### config.mk
export PLATFORM = sky130hd
export DESIGN_NAME = muldiv_unit_flat
export DESIGN_NICKNAME = d
export VERILOG_FILES = /design/src/rtl/mdu_pkg.sv /design/src/rtl/muldiv_unit_if.sv /design/src/rtl/mdu_iter_core.sv /design/src/rtl/muldiv_unit.sv /design/src/flat_wrapper.sv
export SDC_FILE = /design/constraint.sdc
export NUM_CORES = 1
export LEC_CHECK = 0
export CORE_ASPECT_RATIO = 1.4
export CORE_MARGIN = 10
export CORE_UTILIZATION = 64
export CTS_CLUSTER_SIZE = 16
export DETAILED_ROUTE_END_ITERATION = 10
export PLACE_DENSITY = 0.86
export SLEW_MARGIN = 20
export SYNTH_ARGS = -nofsm -noshare
export SYNTH_HDL_FRONTEND = slang
export SYNTH_SLANG_ARGS = --single-unit
export TNS_END_PERCENT = 10
### constraint.sdc
create_clock -name clk -period 10.9 [get_ports clk]
set_clock_uncertainty 0.2 [all_clocks]
set_input_delay 2.725 -clock clk [delete_from_list [all_inputs] [get_ports clk]]
set_output_delay 2.725 -clock clk [all_outputs]
set_load 0.005 [all_outputs]
### src/rtl/mdu_pkg.sv
// mdu_pkg: shared types and helpers for the iterative multiply/divide unit.
//   mdu_op_t    - 3-bit operation code presented on the request bus
//   mdu_state_t - sequencer states (IDLE, CALC, FIX)
//   mdu_wide_t  - wide scratch type used by the sign helpers; it is wide
//                 enough for a full 2*WIDTH product when WIDTH <= MDU_MAX_WIDTH
//   abs_s       - magnitude of a sign-extended operand when the op is signed
//   neg_if      - two's-complement negate when flag is set
package mdu_pkg;

  localparam int MDU_MAX_WIDTH = 64;

  typedef logic [2*MDU_MAX_WIDTH-1:0] mdu_wide_t;

  typedef enum logic [2:0] {
    OP_MULT  = 3'd0,
    OP_MULTU = 3'd1,
    OP_DIV   = 3'd2,
    OP_DIVU  = 3'd3,
    OP_MTHI  = 3'd4,
    OP_MTLO  = 3'd5,
    OP_NOP6  = 3'd6,
    OP_NOP7  = 3'd7
  } mdu_op_t;

  typedef enum logic [1:0] {
    IDLE,
    CALC,
    FIX
  } mdu_state_t;

  // The caller sign-extends the operand into the wide type, so the top bit
  // of the wide value is the operand's sign.
  function automatic mdu_wide_t abs_s(input mdu_wide_t value, input logic is_signed);
    return (is_signed && value[2*MDU_MAX_WIDTH-1]) ? -value : value;
  endfunction

  // Negation commutes with truncation, so the low bits of the wide result
  // are the correct narrow result for any operand width.
  function automatic mdu_wide_t neg_if(input mdu_wide_t value, input logic flag);
    return flag ? -value : value;
  endfunction

endpackage

### src/rtl/muldiv_unit_if.sv
// muldiv_unit_if: request/result bus between the Execute stage and the
// multiply/divide unit.
//   start, op, srca, srcb, cancel - driven by the EX stage (master)
//   busy, done, hi, lo            - driven by the unit (slave)
interface muldiv_unit_if
  import mdu_pkg::*;
#(
  parameter int WIDTH = 32
);

  logic             start;
  mdu_op_t          op;
  logic [WIDTH-1:0] srca;
  logic [WIDTH-1:0] srcb;
  logic             cancel;
  logic             busy;
  logic             done;
  logic [WIDTH-1:0] hi;
  logic [WIDTH-1:0] lo;

  modport master (
    output start, op, srca, srcb, cancel,
    input  busy, done, hi, lo
  );

  modport slave (
    input  start, op, srca, srcb, cancel,
    output busy, done, hi, lo
  );

endinterface

### src/rtl/mdu_iter_core.sv
// mdu_iter_core: one iteration of the multiply/divide datapath (combinational).
//   isDiv_i  - 1: restoring shift-subtract step, 0: shift-add step
//   accHi_i  - multiply: running upper product / divide: partial remainder
//   accLo_i  - multiply: remaining multiplier bits / divide: dividend bits
//              shifting out while quotient bits shift in
//   opnd_i   - multiplicand (multiply) or divisor (divide)
//   accHi_o, accLo_o - accumulator values after this step
module mdu_iter_core #(
  parameter int WIDTH = 32
) (
  input  logic             isDiv_i,
  input  logic [WIDTH-1:0] accHi_i,
  input  logic [WIDTH-1:0] accLo_i,
  input  logic [WIDTH-1:0] opnd_i,
  output logic [WIDTH-1:0] accHi_o,
  output logic [WIDTH-1:0] accLo_o
);

  logic [WIDTH:0] mulSum;
  logic [WIDTH:0] divShifted;
  logic           divFits;

  always_comb begin
    mulSum     = {1'b0, accHi_i} + (accLo_i[0] ? {1'b0, opnd_i} : '0);
    divShifted = {accHi_i, accLo_i[WIDTH-1]};
    divFits    = (divShifted >= {1'b0, opnd_i});
    accHi_o    = '0;
    accLo_o    = '0;
    if (isDiv_i) begin
      // A zero divisor always "fits", so the dividend ends up in the
      // remainder and the quotient becomes all ones.
      accHi_o = divFits ? WIDTH'(divShifted - {1'b0, opnd_i}) : divShifted[WIDTH-1:0];
      accLo_o = {accLo_i[WIDTH-2:0], divFits};
    end else begin
      // The carry of the add shifts into the top of the product.
      accHi_o = mulSum[WIDTH:1];
      accLo_o = {mulSum[0], accLo_i[WIDTH-1:1]};
    end
  end

endmodule

### src/rtl/muldiv_unit.sv
// muldiv_unit: iterative MULT/MULTU/DIV/DIVU/MTHI/MTLO unit holding the
// architectural HI/LO registers.
//   clk   - rising-edge clock
//   reset - synchronous, active-low reset
//   bus   - muldiv_unit_if.slave: start/op/srca/srcb/cancel in,
//           busy/done/hi/lo out
// Signed operations run on magnitudes; the FIX state re-applies the signs.
module muldiv_unit
  import mdu_pkg::*;
#(
  parameter int WIDTH = 32
) (
  input  logic clk,
  input  logic reset,
  muldiv_unit_if.slave bus
);

  localparam int CNTW = $clog2(WIDTH) + 1;

  mdu_state_t       state_q;
  logic [CNTW-1:0]  cnt_q;
  logic [WIDTH-1:0] accHi_q, accLo_q, opnd_q;
  logic [WIDTH-1:0] accHi_d, accLo_d;
  logic             isDiv_q, signA_q, signB_q, bZero_q;
  logic [WIDTH-1:0] hi_q, lo_q;
  logic             done_q;

  logic             isSigned, isDivOp;
  mdu_wide_t        aExt, bExt;
  logic [WIDTH-1:0] absA, absB;
  mdu_wide_t        fixProd;
  logic [WIDTH-1:0] fixQuot, fixRem;

  // Operand preparation for the accept edge and sign fix-up for FIX exit.
  always_comb begin
    isSigned = (bus.op == OP_MULT) || (bus.op == OP_DIV);
    isDivOp  = (bus.op == OP_DIV) || (bus.op == OP_DIVU);
    aExt     = {{(2*MDU_MAX_WIDTH-WIDTH){isSigned & bus.srca[WIDTH-1]}}, bus.srca};
    bExt     = {{(2*MDU_MAX_WIDTH-WIDTH){isSigned & bus.srcb[WIDTH-1]}}, bus.srcb};
    absA     = WIDTH'(abs_s(aExt, isSigned));
    absB     = WIDTH'(abs_s(bExt, isSigned));
    fixProd  = neg_if(mdu_wide_t'({accHi_q, accLo_q}), signA_q ^ signB_q);
    // A zero divisor must read back as all ones whatever the dividend sign.
    fixQuot  = bZero_q ? '1 : WIDTH'(neg_if(mdu_wide_t'(accLo_q), signA_q ^ signB_q));
    fixRem   = WIDTH'(neg_if(mdu_wide_t'(accHi_q), signA_q));
  end

  mdu_iter_core #(.WIDTH(WIDTH)) u_core (
    .isDiv_i (isDiv_q),
    .accHi_i (accHi_q),
    .accLo_i (accLo_q),
    .opnd_i  (opnd_q),
    .accHi_o (accHi_d),
    .accLo_o (accLo_d)
  );

  // Sequencer, iteration counter, operand latches and HI/LO registers.
  always_ff @(posedge clk) begin
    if (!reset) begin
      state_q <= IDLE;
      cnt_q   <= '0;
      accHi_q <= '0;
      accLo_q <= '0;
      opnd_q  <= '0;
      isDiv_q <= 1'b0;
      signA_q <= 1'b0;
      signB_q <= 1'b0;
      bZero_q <= 1'b0;
      hi_q    <= '0;
      lo_q    <= '0;
      done_q  <= 1'b0;
    end else begin
      done_q <= 1'b0;
      case (state_q)
        IDLE: begin
          if (bus.start && !bus.cancel) begin
            case (bus.op)
              OP_MTHI: begin
                hi_q   <= bus.srca;
                done_q <= 1'b1;
              end
              OP_MTLO: begin
                lo_q   <= bus.srca;
                done_q <= 1'b1;
              end
              OP_MULT, OP_MULTU, OP_DIV, OP_DIVU: begin
                state_q <= CALC;
                cnt_q   <= '0;
                isDiv_q <= isDivOp;
                signA_q <= isSigned & bus.srca[WIDTH-1];
                signB_q <= isSigned & bus.srcb[WIDTH-1];
                bZero_q <= (bus.srcb == '0);
                accHi_q <= '0;
                accLo_q <= isDivOp ? absA : absB;
                opnd_q  <= isDivOp ? absB : absA;
              end
              default: ;
            endcase
          end
        end
        CALC: begin
          if (bus.cancel) begin
            state_q <= IDLE;
          end else begin
            accHi_q <= accHi_d;
            accLo_q <= accLo_d;
            cnt_q   <= cnt_q + 1'b1;
            if (cnt_q == CNTW'(WIDTH - 1)) begin
              state_q <= FIX;
            end
          end
        end
        FIX: begin
          state_q <= IDLE;
          if (!bus.cancel) begin
            done_q <= 1'b1;
            if (isDiv_q) begin
              hi_q <= fixRem;
              lo_q <= fixQuot;
            end else begin
              hi_q <= WIDTH'(fixProd >> WIDTH);
              lo_q <= WIDTH'(fixProd);
            end
          end
        end
        default: state_q <= IDLE;
      endcase
    end
  end

  assign bus.busy = (state_q != IDLE);
  assign bus.done = done_q;
  assign bus.hi   = hi_q;
  assign bus.lo   = lo_q;

endmodule

### src/flat_wrapper.sv
// flat-port wrapper written by rule: the top's interface ports become plain ports
module muldiv_unit_flat import mdu_pkg::*;
#(
  parameter int WIDTH = 32
)
  (clk, reset, bus_start, bus_op, bus_srca, bus_srcb, bus_cancel, bus_busy, bus_done, bus_hi, bus_lo);
  muldiv_unit_if #(.WIDTH(WIDTH)) bus_i ();
  input  logic clk;
  input  logic reset;
  input wire logic [$bits(bus_i.start)-1:0] bus_start;
  input wire logic [$bits(bus_i.op)-1:0] bus_op;
  input wire logic [$bits(bus_i.srca)-1:0] bus_srca;
  input wire logic [$bits(bus_i.srcb)-1:0] bus_srcb;
  input wire logic [$bits(bus_i.cancel)-1:0] bus_cancel;
  output wire logic [$bits(bus_i.busy)-1:0] bus_busy;
  output wire logic [$bits(bus_i.done)-1:0] bus_done;
  output wire logic [$bits(bus_i.hi)-1:0] bus_hi;
  output wire logic [$bits(bus_i.lo)-1:0] bus_lo;
  assign bus_i.start = bus_start;
  assign bus_i.op = bus_op;
  assign bus_i.srca = bus_srca;
  assign bus_i.srcb = bus_srcb;
  assign bus_i.cancel = bus_cancel;
  assign bus_busy = bus_i.busy;
  assign bus_done = bus_i.done;
  assign bus_hi = bus_i.hi;
  assign bus_lo = bus_i.lo;
  muldiv_unit #(.WIDTH(WIDTH)) u_core (.clk(clk), .reset(reset), .bus(bus_i));
endmodule
==> results.sh, run 1 <==
export IMPL_grt_ovfl_total=0
export IMPL_intPower_uw=1180
export IMPL_grt_setup_unrepaired="false"
export IMPL_post_cts_buffers=0
export IMPL_via_count=16900
export IMPL_clk_pin_slew_ns=0.07
export IMPL_root_buffer="clkbuf_16"
export IMPL_period_needed_ns=6.07
export IMPL_rows=65
export IMPL_crit_required_ns=11.09
export IMPL_ys_seq_elements=173
export IMPL_crit_path_frequent_cell="buf_4"
export IMPL_synth_avg_cell_area_sq_um=7.23
export IMPL_cp_max_fo=54
export IMPL_cts_buffer_depth=2
export IMPL_cts_buffers=17
export IMPL_hold_viol=0
export IMPL_irDropWorstVdd_v=0.000135
export IMPL_areaGrowthSynthToFinish_pct=14.0
export IMPL_yosysWarnings=0
export IMPL_ys_seq_area_frac=0.235
export IMPL_switching_share=0.343
export IMPL_insertion_delay_ns=0.46
export IMPL_drt_initial_drc_count=2146
export IMPL_postRouteAntennaNets=0
export IMPL_slowest_delay_ns=0.71
export IMPL_synthArstFlopShare=0
export IMPL_synth_flop_cell="dfxtp_1"
export IMPL_holdBufCountCts=0
export IMPL_wl_met2_um=28100
export IMPL_die_w_um=148
export IMPL_cts_max_level=4
export IMPL_fp_dieH_um=199
export IMPL_synth_edf_count=0
export IMPL_fin_crit_sh=0.557
export IMPL_antennaDiodeCount=0
export IMPL_grt_antenna_before_repair=0
export IMPL_wl_um=60000
export IMPL_dr_pass1_iters=11
export IMPL_holdCritStartpoint="u_core.bus.hi[6]"
export IMPL_outcome="complete, but fails checks"
export IMPL_worstPathCellList="clkdlybuf4s50_1, buf_4, clkinv_2, nor3_2, buf_4, nand2_1, a2111oi_0, nand3_1, nand4_1"
export IMPL_crit_start="reset"
export IMPL_syn_area_sq_um=14700
export IMPL_ioPinCount=137
export IMPL_arrival_ns=6.26
export IMPL_setup_viol=0
export IMPL_start_kind="primary input"
export IMPL_final_cell_mix="nor2_1, a21oi_1, nand2_1, dfxtp_1, o21ai_0"
export IMPL_setup_tns_ns=0
export IMPL_fmax_mhz=165
export IMPL_path_delay_family="buffers and inverters"
export IMPL_tightest_slew_ns=1.11
export IMPL_grt_pass1_wl_um=90500
export IMPL_p_total_uw=1800
export IMPL_crit_type="in2reg"
export IMPL_synthDistinctLibCells=86
export IMPL_cp_end_kind="register"
export IMPL_dieArea_sq_um=29600
export IMPL_powerDensity_nw_per_um2=107
export IMPL_layout_commonest_cell="nor2_1"
export IMPL_grt_pass1_vias=16000
export IMPL_dr_wl_met3_um=6050
export IMPL_wl_met1_um=20100
export IMPL_top_layer_used="met4"
export IMPL_maxSlewViolCount=0
export IMPL_p_seq_frac=0.375
export IMPL_min_path_type="reg2reg"
export IMPL_clockPowerShare=0.371
export IMPL_gp_congestion=1.04
export IMPL_drive_gt1_frac=0.0498
export IMPL_power_leakage_uw=0.00652
export IMPL_detailed_place_hpwl_um=44300
export IMPL_worstReg2RegStart="u_core.accLo_q[0]"
export IMPL_netlist_instances=2037
export IMPL_cts_sinks=173
export IMPL_post_route_drc_count=5
export IMPL_start_util=0.651
export IMPL_cts_tree="done"
export IMPL_core_sq_um=22600
export IMPL_critPathSlowestCell="clkinv_2"
export IMPL_syn_num_nets=2179
export IMPL_grt_usage=0.391
export IMPL_maxCapViolCount=0
export IMPL_power_switching_uw=617
export IMPL_slew_headroom=0.259
export IMPL_p_comb_frac=0.254
export IMPL_finalNetCount=2218
export IMPL_cts_resized=0
export IMPL_failed_checks="DRC"
export IMPL_grt_max_degree=62
export IMPL_vias_per_cell=7.09
export IMPL_port_buffers=136
export IMPL_wire_per_inst_um=25.1
export IMPL_crit_buf_inv=4
[state kept, by name, summed over array words and instances, names as in the netlist]
register,count
u_core.bus.hi,32
u_core.bus.done,1
u_core.cnt_q,6
u_core.signB_q,1
u_core.bZero_q,1
u_core.opnd_q,32
u_core.bus.lo,32
u_core.state_q,2
u_core.isDiv_q,1
u_core.accLo_q,32
u_core.signA_q,1
u_core.accHi_q,32
[routing by layer]
layer,track usage,up-vias
met5,0,-
met3,0.0828,352
met1,0.423,7859
met2,0.649,1225
li1,-,7507
met4,0.315,0
[cells by family after synthesis]
family,share of synthesized area
buffers and inverters,0.0534
AND/OR/NAND/NOR,0.220
AO/OA/AOI/OAI,0.298
adder cells (fa/ha/maj),0.0614
flip-flops,0.235
XOR/XNOR,0.0952
multiplexers,0.0370
[area by class of cell]
| class | instances | area [sq um] |
|---|---|---|
| Clock inverter | 14 | 180 |
| Clock buffer | 18 | 439 |
| Sequential cell | 173 | 3460 |
| Tap cell | 301 | 377 |
| Inverter | 65 | 245 |
| Timing Repair Buffer | 160 | 1540 |
| Fill cell | 1870 | 5820 |
| Multi-Input combinational cell | 1659 | 10500 |
[final timing paths]
kind              slack, ns  cells after the start            endpoint
hold / removal         0.26                      2    u_core.bus.hi[6]
setup reg to reg       6.36                     13  u_core.accHi_q[30]
setup / recovery       4.83                      9  u_core.accHi_q[29]
hold reg to reg        0.26                      2    u_core.bus.hi[6]
[power groups by stage]
stage / Combinational [uW] / Sequential [uW] / Clock (uW)
CTS: 435 / 673 / 661
finish: 457 / 675 / 668
global route: 481 / 675 / 687
floorplan: 282 / 673 / 0
global placement: 424 / 687 / 0
detailed placement: 432 / 687 / 0
[synthesized netlist by cell type (42+ instances only)]
cell / instances / area share
nor2_1: 248 / 0.063
xnor2_1: 76 / 0.045
ha_1: 69 / 0.059
xor2_1: 84 / 0.050
nand2_1: 202 / 0.051
inv_1: 65 / 0.017
a21oi_1: 216 / 0.073
nor3_1: 46 / 0.016
dfxtp_1: 173 / 0.24
clkbuf_1: 127 / 0.032
mux2i_1: 42 / 0.029
o21ai_0: 141 / 0.048
[worst reg2reg max path, cell delays in order (launching register included)]
cell,delay [ns]
dfxtp_1,0.43
inv_1,0.13
buf_4,0.39
nor2_1,0.11
ha_1,0.27
a211oi_1,0.51
o21ai_0,0.34
o21a_1,0.28
o21ai_0,0.49
a211oi_1,0.27
o2111a_1,0.32
or4_1,0.41
a21oi_1,0.16
o31ai_1,0.09
[through the flow]
stage	utilization	cell area, sq um	setup WS, ns	hold WS [ns]	std cells
4_1_cts	0.742	16800	4.92	0.259	2390
2_1_floorplan	-	14700	5.53	0.229	2037
5_1_grt	0.743	16800	4.56	0.275	2390
3_5_place_dp	0.715	16200	4.47	0.245	2358
6_report	0.743	16800	4.83	0.259	2390
3_3_place_gp	0.715	16200	4.53	0.240	2358
(Power assumes the default switching activity.)
==> inputs of run 2 (changes only) <==
Settings changed: CORE_UTILIZATION 64 to 54, PLACE_DENSITY 0.86 to 0.77.
Clock period 10.9 ns to 5.1 ns, I/O delays scaled along.
==> results.sh, run 2 (synthesized netlist as in run 1, its figures left out) <==
export IMPL_setup_viol=0
export IMPL_cp_max_fo=7
export IMPL_grt_setup_unrepaired="false"
export IMPL_grt_antenna_before_repair=1
export IMPL_final_cell_area_sq_um=17100
export IMPL_outcome="finished clean"
export IMPL_cts_buffer_depth=2
export IMPL_postRouteAntennaNets=0
export IMPL_fp_dieH_um=215
export IMPL_power_leakage_uw=0.00668
export IMPL_clk_pin_slew_ns=0.07
export IMPL_cts_resized=0
export IMPL_num_fill_cells=2530
export IMPL_root_buffer="clkbuf_16"
export IMPL_ff2ff_setup_slack_ns=0.90
export IMPL_crit_required_ns=5.24
export IMPL_areaGrowthSynthToFinish_pct=16.2
export IMPL_fmax_mhz=235
export IMPL_cts_tree="done"
export IMPL_worstReg2RegStart="u_core.accLo_q[0]"
export IMPL_vias_per_cell=6.69
export IMPL_cts_sinks=173
export IMPL_grt_ovfl_total=0
export IMPL_grt_usage=0.347
export IMPL_irDropWorstVdd_v=0.000242
export IMPL_tightest_slew_ns=1.15
export IMPL_die_w_um=160
export IMPL_finalNetCount=2255
export IMPL_ioPinCount=137
export IMPL_start_kind="primary input"
export IMPL_maxSlewViolCount=0
export IMPL_slew_headroom=0.233
export IMPL_drt_initial_drc_count=1961
export IMPL_dr_pass1_iters=7
export IMPL_grt_pass1_wl_um=94200
export IMPL_detailed_place_hpwl_um=48400
export IMPL_grt_pass1_vias=15900
export IMPL_start_util=0.547
export IMPL_rows=71
export IMPL_wire_per_inst_um=25.3
export IMPL_via_count=16700
export IMPL_cts_buffers=17
export IMPL_min_path_type="reg2reg"
export IMPL_dieArea_sq_um=34400
export IMPL_cts_max_level=4
export IMPL_final_cell_mix="nor2_1, a21oi_1, nand2_1, dfxtp_1, o21ai_0"
export IMPL_post_cts_buffers=0
export IMPL_dp_slack_ns=0.435
export IMPL_reg2reg_to="u_core.accHi_q[28]"
export IMPL_holdBufCountCts=0
export IMPL_layout_commonest_cell="nor2_1"
export IMPL_hold_viol=0
export IMPL_cp_end_kind="register"
export IMPL_drive_gt1_frac=0.0659
export IMPL_final_core_util=0.635
export IMPL_crit_type="in2reg"
export IMPL_powerDensity_nw_per_um2=222
export IMPL_timing_final_ws_setup_ns=0.853
export IMPL_worstSetupEndpoint="u_core.accLo_q[19]"
export IMPL_setup_tns_ns=0
export IMPL_core_sq_um=26900
export IMPL_arrival_ns=4.39
export IMPL_post_route_drc_count=0
export IMPL_gp_congestion=1.02
export IMPL_crit_start="bus_srcb[8]"
export IMPL_period_needed_ns=4.25
export IMPL_insertion_delay_ns=0.45
export IMPL_maxCapViolCount=0
export IMPL_placed_area_sq_um=16500
export IMPL_grt_max_degree=62
export IMPL_port_buffers=136
export IMPL_wl_um=63100
export IMPL_fin_crit_sh=0.833
export IMPL_r2r_cells=12
-- run 2: worst min-delay path by stage --
| stage | endpoint | slack, ns | startpoint | cells after the start |
|---|---|---|---|---|
| 5_1_grt | u_core.bus.lo[28] | 0.28 | u_core.bus.lo[28] | 2 |
| 3_3_place_gp | u_core.opnd_q[6] | 0.24 | u_core.opnd_q[6] | 2 |
| 6_report | u_core.bus.lo[22] | 0.25 | u_core.bus.lo[22] | 2 |
| 2_1_floorplan | u_core.state_q[1] | 0.23 | u_core.cnt_q[5] | 1 |
| 4_1_cts | u_core.bus.lo[24] | 0.25 | u_core.bus.lo[24] | 2 |
| 3_5_place_dp | u_core.bus.lo[24] | 0.24 | u_core.bus.lo[24] | 2 |
-- run 2: per-layer routing --
| layer | global-route usage | vias to the layer above | routed length (um) |
|---|---|---|---|
| li1 | - | 7582 | - |
| met1 | 0.370 | 7876 | 22000 |
| met2 | 0.608 | 927 | 30900 |
| met3 | 0.0478 | 281 | 4540 |
| met4 | 0.267 | 0 | 5650 |
| met5 | 0 | - | 0 |
-- run 2: layout make-up --
cell class                 instances  area, sq um  area share
clock buffer                      19          453      0.0265
timing repair buffer             197         1820       0.106
antenna                            1         2.50    0.000146
inverter                          65          245      0.0143
clock inverter                    13          131     0.00768
sequential                       173         3460       0.203
tap                              365          457      0.0267
multi-input combinational       1659        10500       0.616
-- run 2: through the flow --
step	power [uW]	hold WS, ns	instances
CTS	3750	0.253	2491
floorplan	2040	0.229	2037
finish	3790	0.254	2492
global placement	2410	0.239	2459
detailed placement	2420	0.243	2459
global route	3880	0.275	2492
-- run 2: power breakdown --
group,leakage [uW],switching [uW],internal (uW)
Combinational,0.00499,626,366
Clock,0.000283,643,712
Sequential,0.00140,59.6,1380
-- run 2: worst max-delay path, cell delays in order --
cell and delay (ns):
clkdlybuf4s50_1 0.45, or4_1 0.60, or3_1 0.40, or4_1 0.55
nor2_2 0.34, a21oi_1 0.14, xor2_1 0.16, mux2_2 0.26
a21oi_1 0.15, nor2_1 0.06
